## src/rtl/fgba_bus_pkg.sv

```systemverilog
// fgba_bus_pkg
// Shared definitions for the SoC memory bus: access-width encodings, the
// arbiter FSM state type and a helper that sizes index signals so that a
// single-entry vector still gets a 1-bit index.
// No ports (package).
package fgba_bus_pkg;

  localparam logic [1:0] WIDTH_BYTE = 2'd0;
  localparam logic [1:0] WIDTH_HALF = 2'd1;
  localparam logic [1:0] WIDTH_WORD = 2'd2;

  typedef enum logic [1:0] {
    ST_IDLE = 2'd0,
    ST_BUSY = 2'd1,
    ST_DONE = 2'd2
  } bus_state_t;

  // $clog2(1) is 0, which would give a zero-width index; clamp to 1 bit.
  function automatic int idxWidth(input int n);
    return (n > 1) ? $clog2(n) : 1;
  endfunction

endpackage

```

## src/rtl/mem_arbiter_rr_picker.sv

```systemverilog
// rr_picker
// Combinational winner select over a request vector.
//   PRIORITY_MODE = 0 : round-robin, first requester scanning upward from
//                       i_ptr+1 with wrap-around.
//   PRIORITY_MODE = 1 : fixed priority, lowest index wins.
// Ports:
//   i_req   [N-1:0]     request vector
//   i_ptr   [IDXW-1:0]  index of the last served requester
//   o_idx   [IDXW-1:0]  winning index (0 when nothing requests)
//   o_valid             at least one request is present
module rr_picker #(
  parameter int N             = 3,
  parameter int IDXW          = 2,
  parameter int PRIORITY_MODE = 0
) (
  input  logic [N-1:0]    i_req,
  input  logic [IDXW-1:0] i_ptr,
  output logic [IDXW-1:0] o_idx,
  output logic            o_valid
);

  // Loops run from the least-preferred candidate to the most-preferred one,
  // so the last hit written is the winner.
  always_comb begin
    o_idx   = '0;
    o_valid = 1'b0;
    if (PRIORITY_MODE != 0) begin
      for (int i = N - 1; i >= 0; i--) begin
        if (i_req[i]) begin
          o_idx   = IDXW'(i);
          o_valid = 1'b1;
        end
      end
    end else begin
      for (int k = N; k >= 1; k--) begin
        if (i_req[(int'(i_ptr) + k) % N]) begin
          o_idx   = IDXW'((int'(i_ptr) + k) % N);
          o_valid = 1'b1;
        end
      end
    end
  end

endmodule

```

## src/rtl/mem_arbiter.sv

```systemverilog
// mem_arbiter
// N-master arbiter in front of the single memory request port. One
// transaction at a time walks IDLE -> BUSY -> DONE; the downstream request
// is fully registered and each master gets a one-cycle m_ok pulse (plus
// m_err when the optional timeout fires).
// Ports:
//   clk, rst            clock, synchronous active-high reset
//   m_addr/m_wdata      flattened per-master address / write data
//   m_width             flattened per-master width (0 byte, 1 half, 2 word)
//   m_read/m_write      per-master request strobes
//   m_ok/m_err          per-master completion / timeout pulses
//   m_rdata             shared read data, valid with the reader's m_ok
//   mem_addr/mem_wdata/mem_width/mem_read/mem_write  downstream request
//   mem_rdata/mem_ok    downstream response
//   grant               index of the current or last granted master
module mem_arbiter
  import fgba_bus_pkg::*;
#(
  parameter int NUM_MASTERS   = 3,
  parameter int ADDR_W        = 32,
  parameter int DATA_W        = 32,
  parameter int PRIORITY_MODE = 0,
  parameter int TIMEOUT       = 0
) (
  input  logic                            clk,
  input  logic                            rst,
  input  logic [NUM_MASTERS*ADDR_W-1:0]   m_addr,
  input  logic [NUM_MASTERS*DATA_W-1:0]   m_wdata,
  input  logic [NUM_MASTERS*2-1:0]        m_width,
  input  logic [NUM_MASTERS-1:0]          m_read,
  input  logic [NUM_MASTERS-1:0]          m_write,
  output logic [NUM_MASTERS-1:0]          m_ok,
  output logic [NUM_MASTERS-1:0]          m_err,
  output logic [DATA_W-1:0]               m_rdata,
  output logic [ADDR_W-1:0]               mem_addr,
  output logic [DATA_W-1:0]               mem_wdata,
  output logic [1:0]                      mem_width,
  output logic                            mem_read,
  output logic                            mem_write,
  input  logic [DATA_W-1:0]               mem_rdata,
  input  logic                            mem_ok,
  output logic [idxWidth(NUM_MASTERS)-1:0] grant
);

  localparam int          IDXW    = idxWidth(NUM_MASTERS);
  localparam bit          TO_EN   = (TIMEOUT != 0);
  localparam logic [31:0] TO_LAST = TO_EN ? 32'(TIMEOUT - 1) : 32'd0;

  bus_state_t             r_state;
  bus_state_t             w_stateNext;
  logic [IDXW-1:0]        r_rrPtr;
  logic [31:0]            r_count;
  logic [NUM_MASTERS-1:0] w_req;
  logic [IDXW-1:0]        w_pickIdx;
  logic                   w_pickValid;
  logic                   w_launch;
  logic                   w_complete;
  logic                   w_abort;
  logic [NUM_MASTERS-1:0] w_grantOneHot;

  assign w_req         = m_read | m_write;
  assign w_grantOneHot = NUM_MASTERS'(1) << grant;

  rr_picker #(
    .N             (NUM_MASTERS),
    .IDXW          (IDXW),
    .PRIORITY_MODE (PRIORITY_MODE)
  ) u_picker (
    .i_req   (w_req),
    .i_ptr   (r_rrPtr),
    .o_idx   (w_pickIdx),
    .o_valid (w_pickValid)
  );

  always_ff @(posedge clk) begin
    if (rst) r_state <= ST_IDLE;
    else     r_state <= w_stateNext;
  end

  // mem_ok has priority over the timeout when both land in the same cycle.
  // DONE never looks at requests, so the master just completed cannot be
  // re-issued before it has had a cycle to drop its strobe.
  always_comb begin
    w_stateNext = r_state;
    w_launch    = 1'b0;
    w_complete  = 1'b0;
    w_abort     = 1'b0;
    case (r_state)
      ST_IDLE: begin
        if (w_pickValid) begin
          w_launch    = 1'b1;
          w_stateNext = ST_BUSY;
        end
      end
      ST_BUSY: begin
        if (mem_ok) begin
          w_complete  = 1'b1;
          w_stateNext = ST_DONE;
        end else if (TO_EN && (r_count == TO_LAST)) begin
          w_abort     = 1'b1;
          w_stateNext = ST_DONE;
        end
      end
      ST_DONE: w_stateNext = ST_IDLE;
      default: w_stateNext = ST_IDLE;
    endcase
  end

  // Datapath: captures the winner's request, returns the response and
  // advances the round-robin pointer to the master just served.
  always_ff @(posedge clk) begin
    if (rst) begin
      mem_addr  <= '0;
      mem_wdata <= '0;
      mem_width <= '0;
      mem_read  <= 1'b0;
      mem_write <= 1'b0;
      m_ok      <= '0;
      m_err     <= '0;
      m_rdata   <= '0;
      grant     <= '0;
      r_count   <= '0;
      r_rrPtr   <= IDXW'(NUM_MASTERS - 1);
    end else begin
      m_ok  <= '0;
      m_err <= '0;
      if (w_launch) begin
        mem_addr  <= m_addr[w_pickIdx*ADDR_W +: ADDR_W];
        mem_wdata <= m_wdata[w_pickIdx*DATA_W +: DATA_W];
        mem_width <= m_width[w_pickIdx*2 +: 2];
        mem_write <= m_write[w_pickIdx];
        mem_read  <= m_read[w_pickIdx] & ~m_write[w_pickIdx];
        grant     <= w_pickIdx;
        r_count   <= '0;
      end else if (r_state == ST_BUSY) begin
        r_count <= r_count + 32'd1;
      end
      if (w_complete || w_abort) begin
        m_ok      <= w_grantOneHot;
        mem_read  <= 1'b0;
        mem_write <= 1'b0;
        r_rrPtr   <= grant;
      end
      if (w_complete && mem_read) m_rdata <= mem_rdata;
      if (w_abort) begin
        m_err   <= w_grantOneHot;
        m_rdata <= '1;
      end
    end
  end

endmodule
```

## config.mk

```make
export PLATFORM = sky130hd
export DESIGN_NAME = mem_arbiter
export DESIGN_NICKNAME = d
export VERILOG_FILES = /design/src/rtl/fgba_bus_pkg.sv /design/src/rtl/mem_arbiter_rr_picker.sv /design/src/rtl/mem_arbiter.sv
export SDC_FILE = /design/constraint.sdc
export NUM_CORES = 1
export LEC_CHECK = 0
export ABC_CLOCK_PERIOD_IN_PS = 2690
export BUFFER_PORTS_ARGS = -buffer_cell sky130_fd_sc_hd__buf_2
export CAP_MARGIN = 15
export CORE_AREA = 3 3 134 136
export DETAILED_ROUTE_END_ITERATION = 8
export DIE_AREA = 0 0 137 139
export HOLD_SLACK_MARGIN = 0.06
export PLACE_DENSITY = 0.6
export SLEW_MARGIN = 10
export SYNTH_ARGS = -nofsm -noshare
export SYNTH_HDL_FRONTEND = slang
export SYNTH_HIERARCHICAL = 1
export SYNTH_SLANG_ARGS = --single-unit
```

## constraint.sdc

```tcl
create_clock -name clk -period 2.69 [get_ports clk]
set_input_delay 0.269 -clock clk [delete_from_list [all_inputs] [get_ports clk]]
set_output_delay 0.269 -clock clk [all_outputs]
set_load 0.005 [all_outputs]
```

# ---- Word-level counts from Yosys, hierarchy flattened
# Index checks and enable logic that the tools add are counted.
dict set report word_totals {
  wordCells 62
  regBits 109
  inputBits 239
  output_inout_bits 108
}
dict set report op_classes {
  bitwise_logic 4
  reduce_logical 5
  n_shift 4
  addsub 3
  div 3
  eq_ne 3
  magnitude_cmp 4
  muxes 26
}
# cell n
set op_table {}
lappend op_table {{variable part select 96 x 8 -> 32 bit} 2}
lappend op_table {{< comparator 32 x 4 -> 1 bit (second input constant)} 3}
lappend op_table {{modulo 32 x 3 -> 32 bit (second input constant)} 3}
lappend op_table {{two-way mux 1 bit} 15}
lappend op_table {{binary-select mux 1 bit (select 2 bit)} 5}
lappend op_table {{two-way mux 2 bit} 5}
lappend op_table {{adder 2 x 2 -> 3 bit (second input constant)} 2}
lappend op_table {{variable part select 6 x 4 -> 2 bit} 1}
lappend op_table {{one-hot mux 2 bit (2 select lines)} 1}
lappend op_table {{OR reduction 2 bit} 2}
lappend op_table {{adder 2 x 1 -> 3 bit (second input constant)} 1}
lappend op_table {{< comparator 2 x 3 -> 1 bit (second input constant)} 1}
lappend op_table {{bitwise OR 3 bit} 1}
lappend op_table {{<< shifter 1 x 2 -> 3 bit (first input constant)} 1}
lappend op_table {{== test 2 x 1 -> 1 bit (second input constant)} 1}
lappend op_table {{logical NOT 2 bit} 1}
lappend op_table {{!= test 2 x 1 -> 1 bit (second input constant)} 1}
lappend op_table {{!= test 2 bit (second input constant)} 1}
lappend op_table {{inverter 1 bit} 2}
lappend op_table {{AND reduction 2 bit} 1}
lappend op_table {{AND 1 bit} 1}
lappend op_table {{logical AND 1 bit} 1}

# ---- Longest topological paths before layout
# Gate-level depths: netlist of run 1.
dict set report logic_depth {
  word_depth 12
  depth_mapped 12
  mapped_depth_nobuf 8
}

# ---- By module
# Netlist of run 1, hierarchy kept.
# module cells_per_inst area_per_inst_um2 seq_area_each_um2 n_inst
set modules_own_cells {}
lappend modules_own_cells {mem_arbiter 566 5034.8 2182.1 1}
lappend modules_own_cells {rr_picker 27 191.4 0.0 1}

# ---- Least setup slack after synthesis of run 1
# No wires, ideal clock.
dict set report synth_path {
  kind {register to register}
  from {reg r_rrPtr[0]}
  to {reg mem_addr[21]}
  required_time_ps 2558
  path_stages_with_launch 12
  t_arrival_ps 2351
  setup_slack_ps 207
  synth_period_minus_slack_ps 2483
  setup_time_ps 132
  n_path_buf 3
  path_cell_list {dfxtp_1 > inv_1 > ha_1 > mux2i_1 > o21ai_0 > a21oi_1 > buf_2 > buf_6 > buf_2 > mux2_2 > a221oi_1 > nor3_1}
}
dict set report synth_between {
  elab_cells_between_ends 24
  cone_classes {add/sub (3); div (3); shift (1); mux (17)}
}
# element line
set synth_rtl {}
lappend synth_rtl {{start, declared} mem_arbiter.sv:51} ;# logic [IDXW-1:0] r_rrPtr;
lappend synth_rtl {{start signal, assigned} mem_arbiter.sv:123} ;# r_rrPtr <= IDXW'(NUM_MASTERS - 1);
lappend synth_rtl {{start signal, assigned} mem_arbiter.sv:142} ;# r_rrPtr <= grant;
lappend synth_rtl {{adder 2 x 2 -> 3 bit} {mem_arbiter_rr_picker.sv:36, mem_arbiter_rr_picker.sv:37}}
lappend synth_rtl {{modulo 32 x 3 -> 32 bit} {mem_arbiter_rr_picker.sv:36, mem_arbiter_rr_picker.sv:37}}
lappend synth_rtl {{binary-select mux 1 bit (select 2 bit)} mem_arbiter_rr_picker.sv:36} ;# if (i_req[(int'(i_ptr) + k) % N]) begin
lappend synth_rtl {{two-way mux 1 bit (not written as such) (2 in series)} mem_arbiter_rr_picker.sv:36}
lappend synth_rtl {{two-way mux 2 bit (2 in series)} mem_arbiter_rr_picker.sv:36}
lappend synth_rtl {{two-way mux 2 bit (*)} mem_arbiter_rr_picker.sv:36}
lappend synth_rtl {{net w_pickIdx[0]} mem_arbiter.sv:54} ;# logic [IDXW-1:0] w_pickIdx;
lappend synth_rtl {{variable part select 96 x 8 -> 32 bit (*)} mem_arbiter.sv:128} ;# mem_addr <= m_addr[w_pickIdx*ADDR_W +: ADDR_W];
lappend synth_rtl {{end signal, assigned} mem_arbiter.sv:128}
lappend synth_rtl {{end, declared} mem_arbiter.sv:35} ;# output logic [ADDR_W-1:0] mem_addr,
# Mark *: on every way through the listed nets, which the timed path passes. The rest lies on a longest branch. The select of a mux whose other input is x is not followed.
# A chain may end at the register's enable or synchronous reset.

# ---- Final worst setup path of run 1
dict set report layout_path {
  from {reg r_rrPtr[0]}
  to {reg mem_read}
}
dict set report layout_between {
  elab_chain_cells 12
  elab_cells_between_ends 29
  cone_classes {add/sub (3); div (3); mux (21); bitwise (2)}
}
# element line
set layout_rtl {}
lappend layout_rtl {{adder 2 x 2 -> 3 bit} {mem_arbiter_rr_picker.sv:36, mem_arbiter_rr_picker.sv:37}}
lappend layout_rtl {{modulo 32 x 3 -> 32 bit} {mem_arbiter_rr_picker.sv:36, mem_arbiter_rr_picker.sv:37}}
lappend layout_rtl {{binary-select mux 1 bit (select 2 bit)} mem_arbiter_rr_picker.sv:36}
lappend layout_rtl {{two-way mux 1 bit (not written as such) (2 in series)} mem_arbiter_rr_picker.sv:36}
lappend layout_rtl {{two-way mux 2 bit (2 in series)} mem_arbiter_rr_picker.sv:36}
lappend layout_rtl {{two-way mux 2 bit (*)} mem_arbiter_rr_picker.sv:36}
lappend layout_rtl {{net w_pickIdx[0]} mem_arbiter.sv:54}
lappend layout_rtl {{binary-select mux 1 bit (select 2 bit)} mem_arbiter.sv:132} ;# mem_read <= m_read[w_pickIdx] & ~m_write[w_pickIdx];
lappend layout_rtl {{two-way mux 1 bit (not written as such)} mem_arbiter.sv:132}
lappend layout_rtl {{inverter 1 bit} mem_arbiter.sv:132}
lappend layout_rtl {{AND 1 bit (*)} mem_arbiter.sv:132}
lappend layout_rtl {{end signal, assigned} mem_arbiter.sv:132}
lappend layout_rtl {{end, declared} mem_arbiter.sv:38} ;# output logic mem_read,
# Marks and branches as above.

==> metrics.md, run 1 <==
| Metric | Value |
|---|---|
| Clock skew | `0.0101 ns` |
| Setup_tns | `0 ns` |
| Seq cells post-synth | `109` |
| Max_slew headroom | `63.9%` |
| Placer Congestion | `0.843` |
| Peak Freq | `0.386 GHz` |
| Core area | `17100 sq um` |
| Worst hold slack | `0.150 ns` |
| Post-DP HPWL | `14200 um` |
| Critical path startpoint category | `register` |
| Worst-path clk slew | `0.08 ns` |
| Worst Hold Path Cells | `3` |
| Max VDD drop | `0.000289 V` |
| Routed via count | `5568` |
| DRC violations left | `0` |
| P_leak | `3.51 nW` |
| Slew @ Worst Pin | `0.542 ns` |
| Initial antenna violation count | `0` |
| Clk sink count | `109` |
| Yosys warns | `6` |
| Diode count | `0` |
| Largest net degree at the start of global routing | `61` |
| First-pass GRT wire length | `28500 um` |
| WP data arrival | `2.86 ns` |
| Die area | `19000 sq um` |
| Bufs on Longest Clock Path | `2` |
| CP endpoint kind | `register` |
| Sequential area share after synthesis | `41.8%` |
| Vias per cell | `4.90` |
| CTS Root Cell | `clkbuf_16` |
| H-tree lvl count | `3` |
| Crit share post-route | `96.2%` |
| Initial drt markers | `245` |
| Synth async-reset ratio | `0%` |
| Area grow syn2layout | `44.0%` |
| Total wire length | `19000 um` |
| Drt pass-1 iters | `4` |
| Run status | `finished, final reports clean` |
| Layout cell share with drive strength beyond 1 | `50.4%` |
| Die width | `137 um` |
| Power per cell area | `564 nW/um^2` |
| Worst Hold Launch | `mem_rdata[2]` |
| Post-detailed-route count of antenna-violating nets | `0` |
| Avg Cell Area, Syn | `8.81 sq um` |
| Number of global-route vias before repair | `5350` |
| Total global routing overflow | `0` |
| Num CTS Buffers | `9` |
| Tot GR Track Use | `18.9%` |
| Final hold violation count | `0` |
| Layout Nets | `1151` |
| Worst Setup Path Type | `register to register` |
| Fill cells | `1751` |
| WHS Endpoint | `m_rdata[2]$_SDFFE_PP0P_` |
| Worst-case reg-to-reg path depth | `10` |
| RR Endpoint | `mem_read$_SDFFE_PP0P_` |
| Synthesized area | `5230 sq um` |
| Total power | `4.24 mW` |
| Post-synth EDFFs | `0` |
| Post-route non-filler standard cell count | `1137` |
| Area after DPL | `7200 sq um` |
| Clock Latency Late Sink | `0.35 ns` |
| Worst hold-check path type | `input port to register` |
| Final setup margin | `0.103 ns` |
| CTS tree | `built` |
| I/O Pins | `347` |
| Cells after DPL | `1120` |
| Combinational group share of total power | `26.8%` |
| Cells after Synth | `593` |
| Reg-to-reg startpoint | `r_rrPtr[0]$_SDFFE_PP0P_` |
| Post-synthesis cell type count | `39` |
| CP max FO | `24` |
| Fin util | `44.1%` |
| Max-slew violations | `0` |
| WL/cell | `16.7 um` |
| Starting Density | `30.6%` |
| IO Port Bufs | `343` |
| R2r setup slk | `0.10 ns` |
| Internal | `2.98 mW` |
| Clock Power Share | `29.9%` |
| Reg power frac | `43.4%` |
| # Max-Cap Violations | `0` |
| Sw Share | `29.9%` |
| Setup WS pre-CTS | `0.0597 ns` |
| Min cycle time layout | `2.59 ns` |
| DIE HEIGHT | `139 um` |
| Net Switching | `1.27 mW` |
| Row cnt | `48` |
| Predominant post-synthesis flop cell | `dfxtp_1` |
| Final Instance Area | `7530 sq um` |
| Hold_buf cts | `0` |
| Critical path required time | `2.96 ns` |
| Final setup fails | `0` |
-- critical path: stages (launching register included) --
cell      delay [ns]
dfxtp_2         0.35
inv_1           0.06
ha_1            0.33
mux2i_1         0.23
o21ai_0         0.16
a21oi_4         0.18
buf_12          0.14
buf_12          0.18
mux2_2          0.35
a221o_1         0.33
a211oi_2        0.18
-- sequential cells by signal, indices dropped and copies added, names as in the netlist --
signal	flops
mem_read	1
m_rdata	32
mem_wdata	32
mem_addr	32
r_rrPtr	2
grant	2
mem_write	1
r_state	2
m_ok	3
mem_width	2
-- how the worst max path moves through the flow --
stage / to / startpoint / cells after the start / slack [ns]
after floorplan: mem_addr[21]$_SDFFE_PP0P_ / r_rrPtr[0]$_SDFFE_PP0P_ / 11 / 0.21
after global placement: mem_addr[30]$_SDFFE_PP0P_ / r_rrPtr[0]$_SDFFE_PP0P_ / 9 / 0.12
after detailed placement: mem_addr[30]$_SDFFE_PP0P_ / r_rrPtr[0]$_SDFFE_PP0P_ / 9 / 0.06
after CTS: mem_read$_SDFFE_PP0P_ / r_rrPtr[0]$_SDFFE_PP0P_ / 9 / 0.04
after global routing: mem_read$_SDFFE_PP0P_ / r_rrPtr[0]$_SDFFE_PP0P_ / 10 / -0.01
final: mem_read$_SDFFE_PP0P_ / r_rrPtr[0]$_SDFFE_PP0P_ / 10 / 0.10
-- cells by family after synthesis --
group / synth area share [%]
adders and majority gates: 0.958
AOI/OAI and AO/OA: 16.9
buffers and inverters: 5.98
DFF: 41.8
muxes: 15.4
other: 0.0718
and+or+nand+nor: 19.0
-- power by group through the flow --
stage               Clock, mW  Sequential (mW)  Combinational, mW
floorplan                   0             1.89              0.602
global placement            0             1.87               1.12
detailed placement          0             1.88               1.12
CTS                      1.32             1.84               1.13
global route             1.38             1.86               1.26
finish                   1.27             1.84               1.14
-- Yosys cell counts (2+ instances only) --
library cell,number,area [sq um]
ha_1,4,50.1
mux2i_1,4,40.0
buf_6,2,22.5
a21oi_1,37,185
a221oi_1,66,578
mux2_2,68,766
buf_2,25,125
o21ai_0,3,15.0
nor2_1,67,251
nor3_1,67,335
inv_1,6,22.5
buf_4,4,30.0
nand2_1,72,270
dfxtp_1,109,2180
nor2b_1,5,31.3
or2_2,3,18.8
clkbuf_1,29,109
-- per-layer routing --
metal  vias to the layer above  GRT usage (%)  part of all wire, %
met5                         -              0                    0
met4                         0           6.57                  2.0
met3                        20           4.72                  8.4
met2                       229           32.9                   50
met1                      2543           22.4                   40
li1                       2776              -                    -
-- cells in the final DEF, fill, tap and decap left out, types with 2 or more instances in the layout --
cell / count
buf_2: 342
clkinv_4: 2
a21oi_1: 36
buf_12: 9
a221oi_1: 65
or2_2: 3
nor2_1: 67
nor3_1: 67
a221oi_2: 2
nand2_1: 72
buf_4: 10
conb_1: 3
inv_6: 2
clkbuf_16: 10
inv_1: 6
mux2i_1: 4
dfxtp_1: 108
mux2_2: 68
nor2b_1: 4
ha_1: 4
o21ai_0: 3
-- cell type report --
| type | instances | area, sq um | share of cell area, % |
|---|---|---|---|
| flip-flops and latches | 109 | 2180 | 29.0 |
| clock buffers | 9 | 225 | 2.99 |
| well taps | 225 | 282 | 3.74 |
| clock inverters | 6 | 47.5 | 0.632 |
| inverters | 7 | 26.3 | 0.349 |
| multi-input cells | 419 | 2770 | 36.8 |
| repair buffers | 362 | 1990 | 26.5 |
-- what timing repair did --
item / 4_1_cts / 5_1_grt
setup buffers: 0 / 1
gates resized for setup: 0 / 2
endpoints found under the setup margin: 0 / 47
No activity file was read; power rests on OpenSTA's default activity.
==> run 2, diff against run 1 <==
--- a/config.mk
+++ b/config.mk
@@ -13,6 +13,7 @@
 export DIE_AREA = 0 0 137 139
 export HOLD_SLACK_MARGIN = 0.06
 export PLACE_DENSITY = 0.6
+export RECOVER_POWER = 50
 export SLEW_MARGIN = 10
 export SYNTH_ARGS = -nofsm -noshare
 export SYNTH_HDL_FRONTEND = slang
==> run 2 against run 1 <==
Compared with the run above: global-route usage unchanged; clock skew about the same; register-to-register slack about the same; routed wire length increased by 0.12%; utilization decreased by 0.58 points; sequential power about the same; combinational power about the same; maximum frequency decreased by 0.31%; highest routed layer unchanged; via count decreased by 0.11%; hold slack got worse by 0.00067 ns; first-iteration DRC count increased by 2.0%; critical path depth unchanged.
==> metrics.md, run 2 (synthesis results as in run 1) <==
| Metric | Value |
|---|---|
| Run status | `finished, final reports clean` |
| H-tree lvl count | `3 (unchanged)` |
| Most frequent cells in the layout | `263 x buf_2, 108 x dfxtp_1, 78 x clkbuf_1, 72 x nand2_1, 68 x mux2_2` |
| Number of global-route vias before repair | `5350 (unchanged)` |
| Placer Congestion | `0.843 (unchanged)` |
| First-pass GRT wire length | `28500 um (unchanged)` |
| Critical path required time | `2.96 ns (about the same)` |
| Initial drt markers | `250 (+2.0%)` |
| Layout cell share with drive strength beyond 1 | `41.7% (-8.8 points)` |
| Drt pass-1 iters | `4 (unchanged)` |
| Diode count | `0 (unchanged)` |
| Worst-path clk slew | `0.08 ns (about the same)` |
| DIE HEIGHT | `139 um (unchanged)` |
| Min cycle time layout | `2.60 ns (+0.00808 ns)` |
| Bufs on Longest Clock Path | `2 (unchanged)` |
| I/O Pins | `347 (unchanged)` |
| Crit share post-route | `96.5% (+0.30 points)` |
| Row cnt | `48 (unchanged)` |
| Num CTS Buffers | `9 (unchanged)` |
| # Max-Cap Violations | `0 (unchanged)` |
| Worst Setup Path Type | `register to register` |
| Critical path startpoint category | `register` |
| R2r setup slk | `0.09 ns (about the same)` |
| Clk sink count | `109 (unchanged)` |
| RR Endpoint | `mem_read$_SDFFE_PP0P_` |
| Commonest non-fill, non-tap cell in the layout | `buf_2` |
| P_leak | `3.21 nW (-8.6%)` |
| CP max FO | `24 (unchanged)` |
| Core area | `17100 sq um (unchanged)` |
| Clock Latency Late Sink | `0.35 ns (about the same)` |
| Fill cells | `1782 (+1.8%)` |
| Max VDD drop | `0.000287 V (-0.53%)` |
| Die width | `137 um (unchanged)` |
| Area grow syn2layout | `42.1%` |
| Slew @ Worst Pin | `0.546 ns (+0.00406 ns)` |
| Max_slew headroom | `63.6% (-0.27 points)` |
| Post-route non-filler standard cell count | `1137 (unchanged)` |
| Biggest regs | `m_rdata (32), mem_addr (32), mem_wdata (32)` |
| Total global routing overflow | `0 (unchanged)` |
| Multi-input logic area | `2770 sq um (unchanged)` |
| Clock skew | `0.00959 ns (-0.000477 ns)` |
| Worst hold-check path type | `input port to register` |
| Cells after DPL | `1120 (unchanged)` |
| CTS tree | `built` |
| Tot GR Track Use | `18.9% (unchanged)` |
| CTS Root Cell | `clkbuf_16` |
| WHS Endpoint | `m_rdata[2]$_SDFFE_PP0P_` |
| Sequential Area | `2180 sq um (unchanged)` |
| Post-DP HPWL | `14200 um (unchanged)` |
| WL/cell | `16.7 um (+0.12%)` |
| Largest net degree at the start of global routing | `61 (unchanged)` |
| Power per cell area | `568 nW/um^2 (+0.77%)` |
| Worst-case reg-to-reg path depth | `10 (unchanged)` |
| Peak Freq | `0.385 GHz (-0.31%)` |
| Die area | `19000 sq um (unchanged)` |
| Reg-to-reg startpoint | `r_rrPtr[0]$_SDFFE_PP0P_` |
| Final hold violation count | `0 (unchanged)` |
| DRC violations left | `0 (unchanged)` |
| Total wire length | `19000 um (+0.12%)` |
| Max-slew violations | `0 (unchanged)` |
| CP endpoint kind | `register` |
| Worst Hold Launch | `mem_rdata[2]` |
| Hold_buf cts | `0 (unchanged)` |
| Initial antenna violation count | `0 (unchanged)` |
| IO Port Bufs | `343 (unchanged)` |
| Layout Nets | `1151 (unchanged)` |
| Vias per cell | `4.89 (-0.11%)` |
| Post-detailed-route count of antenna-violating nets | `0 (unchanged)` |
| Worst Hold Path Cells | `3 (unchanged)` |
| Starting Density | `30.6% (unchanged)` |
| Routed via count | `5562 (-0.11%)` |
| WP data arrival | `2.86 ns (about the same)` |
| Final setup fails | `0 (unchanged)` |
| Fin util | `43.5% (-0.58 points)` |
## run 2: cell types whose count changed in the layout (fill, tap and decap cells not counted), sizes merged
cell / delta
buf: -78
clkbuf: +78
## run 2: layer usage
metal / up-vias / part of all wire [%] / track usage, %
li1: 2775 / - / -
met1: 2533 / 40 / 22.4
met2: 234 / 50 / 32.9
met3: 20 / 8.4 / 4.72
met4: 0 / 1.9 / 6.57
met5: - / 0 / 0
## run 2: worst max path at each step
stage | from | end | slack [ns] | cells after the start
floorplan | r_rrPtr[0]$_SDFFE_PP0P_ | mem_addr[21]$_SDFFE_PP0P_ | 0.21 | 11
global placement | r_rrPtr[0]$_SDFFE_PP0P_ | mem_addr[30]$_SDFFE_PP0P_ | 0.12 | 9
detailed placement | r_rrPtr[0]$_SDFFE_PP0P_ | mem_addr[30]$_SDFFE_PP0P_ | 0.06 | 9
CTS | r_rrPtr[0]$_SDFFE_PP0P_ | mem_read$_SDFFE_PP0P_ | 0.04 | 9
global route | r_rrPtr[0]$_SDFFE_PP0P_ | mem_read$_SDFFE_PP0P_ | -0.01 | 10
finish | r_rrPtr[0]$_SDFFE_PP0P_ | mem_read$_SDFFE_PP0P_ | 0.09 | 10
## run 2: worst max-delay path, stage by stage (launching register included)
cell and delay, ns:
dfxtp_2 0.36, inv_1 0.06, ha_1 0.33, mux2i_1 0.24
o21ai_0 0.16, a21oi_4 0.18, buf_12 0.14, buf_12 0.18
mux2_2 0.35, a221o_1 0.33, a211oi_2 0.19
## run 2: where the power goes
group          switching, mW  total (mW)  internal, mW
Sequential            0.0826        1.84          1.76
Clock                  0.635        1.27         0.633
Combinational          0.557        1.11         0.552
## run 2: final cells by class
class / instances / area share (%)
inverter: 7 / 0.354
sequential: 109 / 29.4
timing repair buffer: 362 / 25.5
multi-input combinational: 419 / 37.3
tap: 225 / 3.79
clock inverter: 6 / 0.640
clock buffer: 9 / 3.03
## run 2: per-stage QoR
step | cell area (sq um) | TNS, ns | total power [mW] | worst slack (ns) | hold slack, ns
after floorplan | 5230 | 0 | 2.49 | 0.207 | 0.405
after global placement | 7200 | 0 | 2.99 | 0.124 | 0.440
after detailed placement | 7200 | 0 | 3.00 | 0.0597 | 0.443
after CTS | 7470 | 0 | 4.29 | 0.0404 | 0.129
after global routing | 7430 | -0.0174 | 4.47 | -0.0133 | 0.144
final | 7430 | 0 | 4.22 | 0.0946 | 0.150
## run 2: timing repair
item                                    CTS  global route
endpoints found under the setup margin    0            47
setup buffers                             0             1
resized for setup                         0             2
==> run 3, diff against run 2 <==
--- a/config.mk
+++ b/config.mk
@@ -6,13 +6,13 @@
 export NUM_CORES = 1
 export LEC_CHECK = 0
 export ABC_CLOCK_PERIOD_IN_PS = 2690
-export BUFFER_PORTS_ARGS = -buffer_cell sky130_fd_sc_hd__buf_2
 export CAP_MARGIN = 15
 export CORE_AREA = 3 3 134 136
 export DETAILED_ROUTE_END_ITERATION = 8
 export DIE_AREA = 0 0 137 139
+export DONT_BUFFER_PORTS = 1
 export HOLD_SLACK_MARGIN = 0.06
-export PLACE_DENSITY = 0.6
+export PLACE_DENSITY = 0.42
 export RECOVER_POWER = 50
 export SLEW_MARGIN = 10
 export SYNTH_ARGS = -nofsm -noshare
==> run 3 against run 2 <==
Compared with the run above: routed wire length decreased by 9.2%; maximum frequency is 2.5% higher; via count is 18% lower; global-route usage down 1.9 points; power is 3.8% lower; worst setup slack improved by 0.063 ns; non-clock buffer count fell by 299; clock-buffer cell count rose by 1; utilization shrank 6.2 points; sequential cell count did not move; combinational power fell by 25%; critical path type unchanged.
==> metrics.md, run 3 (synthesis results as in run 1) <==
| Metric | Value |
|---|---|
| # Max-Cap Violations | `0 (unchanged)` |
| Diode count | `0 (unchanged)` |
| Post-DP HPWL | `12300 um (-13%)` |
| WP data arrival | `2.76 ns (-0.10 ns)` |
| Run status | `finished, final reports clean` |
| Post-detailed-route count of antenna-violating nets | `0 (unchanged)` |
| Initial drt markers | `284 (+14%)` |
| Sequential Area | `2180 sq um (about the same)` |
| Final setup fails | `0 (unchanged)` |
| CP max FO | `39 (+63%)` |
| Min cycle time layout | `2.53 ns (-0.0629 ns)` |
| First-pass GRT wire length | `25600 um (-10%)` |
| DIE HEIGHT | `139 um (unchanged)` |
| Worst hold-check path type | `input port to register` |
| Clk sink count | `109 (unchanged)` |
| Peak Freq | `0.395 GHz (+2.5%)` |
| Combinational group share of total power | `20.5% (-5.8 points)` |
| Tot GR Track Use | `17.0% (-1.9 points)` |
| Layout cell share with drive strength beyond 1 | `24.0% (-18 points)` |
| Critical path required time | `2.92 ns (-0.04 ns)` |
| Final Instance Area | `6370 sq um (-14%)` |
| Buf/Inv on CP | `5 (+2)` |
| Final hold violation count | `0 (unchanged)` |
| Area grow syn2layout | `21.8%` |
| P_leak | `2.36 nW (-26%)` |
| Worst path cell trace | `inv_1 -> buf_4 -> ha_1 -> or2_4 -> o2bb2ai_1 -> a21oi_1 -> buf_4 -> inv_2 -> buf_4 -> a221oi_1 -> nor3_1` |
| Delay-heaviest family, CP | `compound AO/OA/AOI/OAI gates` |
| WL/cell | `20.6 um (+23%)` |
| Die area | `19000 sq um (unchanged)` |
| Clock skew | `0.00860 ns (-0.000985 ns)` |
| DRC violations left | `0 (unchanged)` |
| Fill cells | `1730 (-2.9%)` |
| Reg power frac | `46.9% (+3.2 points)` |
| Total wire length | `17200 um (-9.2%)` |
| Clock Latency Late Sink | `0.35 ns (about the same)` |
| Clock Power Share | `32.6% (+2.6 points)` |
| Max_slew headroom | `64.9% (+1.3 points)` |
| Worst path most repeated cell | `buf_4` |
| Crit share post-route | `94.1% (-2.3 points)` |
| Most frequent cells in the layout | `109 x dfxtp_1, 72 x nand2_1, 68 x mux2_2, 67 x nor2_1, 67 x nor3_1` |
| Num CTS Buffers | `9 (unchanged)` |
| Worst Hold Path Cells | `2 (-1)` |
| Total global routing overflow | `0 (unchanged)` |
| RR Endpoint | `mem_addr[25]$_SDFFE_PP0P_` |
| Total stage count of the critical path | `11 (+1)` |
| Crit-path slowest cell | `a221oi_1` |
| Number of global-route vias before repair | `4612 (-14%)` |
| Multi-input logic area | `2900 sq um (+4.7%)` |
| Area after DPL | `5500 sq um (-24%)` |
| CP endpoint kind | `register` |
| Critical path startpoint category | `register` |
| Starting Density | `30.6% (unchanged)` |
| Total power | `4.06 mW (-3.8%)` |
| Row cnt | `48 (unchanged)` |
| Sw Share | `28.6% (-1.6 points)` |
| Die width | `137 um (unchanged)` |
| Worst Setup Path Type | `register to register` |
| Net Switching | `1.16 mW (-8.8%)` |
| RSZ-0062 raised after global routing | `yes` |
| Biggest regs | `m_rdata (32), mem_addr (32), mem_wdata (32)` |
| Max VDD drop | `0.000280 V (-2.6%)` |
| Initial antenna violation count | `2 (+2)` |
| Placer Congestion | `0.764 (-9.3%)` |
| IO Port Bufs | `0 (-100%)` |
| CTS Root Cell | `clkbuf_16` |
| Worst-case reg-to-reg path depth | `11 (+1)` |
| Worst setup path endpoint | `mem_addr[25]$_SDFFE_PP0P_` |
| I/O Pins | `347 (unchanged)` |
| R2r setup slk | `0.16 ns (+0.06 ns)` |
| Worst-path clk slew | `0.07 ns (about the same)` |
| Max-slew violations | `0 (unchanged)` |
| Internal | `2.90 mW (-1.6%)` |
| Routed via count | `4586 (-18%)` |
| Commonest non-fill, non-tap cell in the layout | `dfxtp_1` |
| Power per cell area | `638 nW/um^2 (+12%)` |
| CTS tree | `built` |
| Worst path max stage delay | `0.39 ns (+0.03 ns)` |
| Core area | `17100 sq um (unchanged)` |
| Bufs on Longest Clock Path | `2 (unchanged)` |
| Slew @ Worst Pin | `0.526 ns (-0.0197 ns)` |
| Layout Nets | `852 (-26%)` |
| Largest net degree at the start of global routing | `71 (+16%)` |
| Vias per cell | `5.47 (+12%)` |
| H-tree lvl count | `3 (unchanged)` |
| Drt pass-1 iters | `5 (+1)` |
| Reg-to-reg startpoint | `r_rrPtr[0]$_SDFFE_PP0P_` |
| Worst Setup SP | `r_rrPtr[0]$_SDFFE_PP0P_` |
## run 3: how the worst min path moves through the flow
stage                      start                  endpoint  slack (ns)
detailed placement           rst  m_rdata[31]$_SDFFE_PP0P_        0.35
global placement             rst  m_rdata[31]$_SDFFE_PP0P_        0.35
floorplan           mem_rdata[0]   m_rdata[0]$_SDFFE_PP0P_        0.40
finish                       rst     mem_read$_SDFFE_PP0P_        0.10
global route                 rst     mem_read$_SDFFE_PP0P_         0.1
CTS                          rst     mem_read$_SDFFE_PP0P_        0.09
## run 3: cell type report
cell class	count	area share (%)
clock buffer	10	3.60
tap	225	4.42
timing repair buffer	63	10.8
sequential	109	34.3
multi-input combinational	419	45.5
inverter	7	0.413
clock inverter	5	0.943
## run 3: what timing repair did
action / CTS / global route
setup endpoints to repair: 4 / 69
setup buffers: 0 / 9
hold buffers: 33 / 0
resized for setup: 3 / 19
pin swaps: 0 / 2
hold endpoints to repair: 101 / 0
## run 3: power by group through the flow
stage	logic [mW]	registers, mW	clock network, mW
2_1_floorplan	0.602	1.89	0
4_1_cts	0.775	1.91	1.39
3_3_place_gp	0.716	1.95	0
6_report	0.833	1.91	1.32
5_1_grt	0.924	1.92	1.45
3_5_place_dp	0.738	1.95	0
## run 3: stage by stage
| step | hold slack, ns | setup WS [ns] | util [%] | std cells | setup TNS (ns) |
|---|---|---|---|---|---|
| 6_report | 0.103 | 0.157 | 37.3 | 838 | 0 |
| 5_1_grt | 0.0965 | -0.0184 | 37.3 | 838 | -0.0367 |
| 4_1_cts | 0.0862 | 0.000227 | 36.1 | 829 | 0 |
| 3_5_place_dp | 0.353 | 0.0137 | 32.2 | 781 | 0 |
| 3_3_place_gp | 0.349 | 0.0755 | 32.2 | 781 | 0 |
| 2_1_floorplan | 0.405 | 0.207 | - | 595 | 0 |
## run 3: layer usage
metal	wire length, um	part of all wire [%]	vias up	global-route usage [%]
met5	28	0.16	-	0
met4	289	1.7	4	5.62
met3	1740	10	22	5.70
met2	8810	51	219	30.1
met1	6380	37	2166	19.0
li1	-	-	2175	-
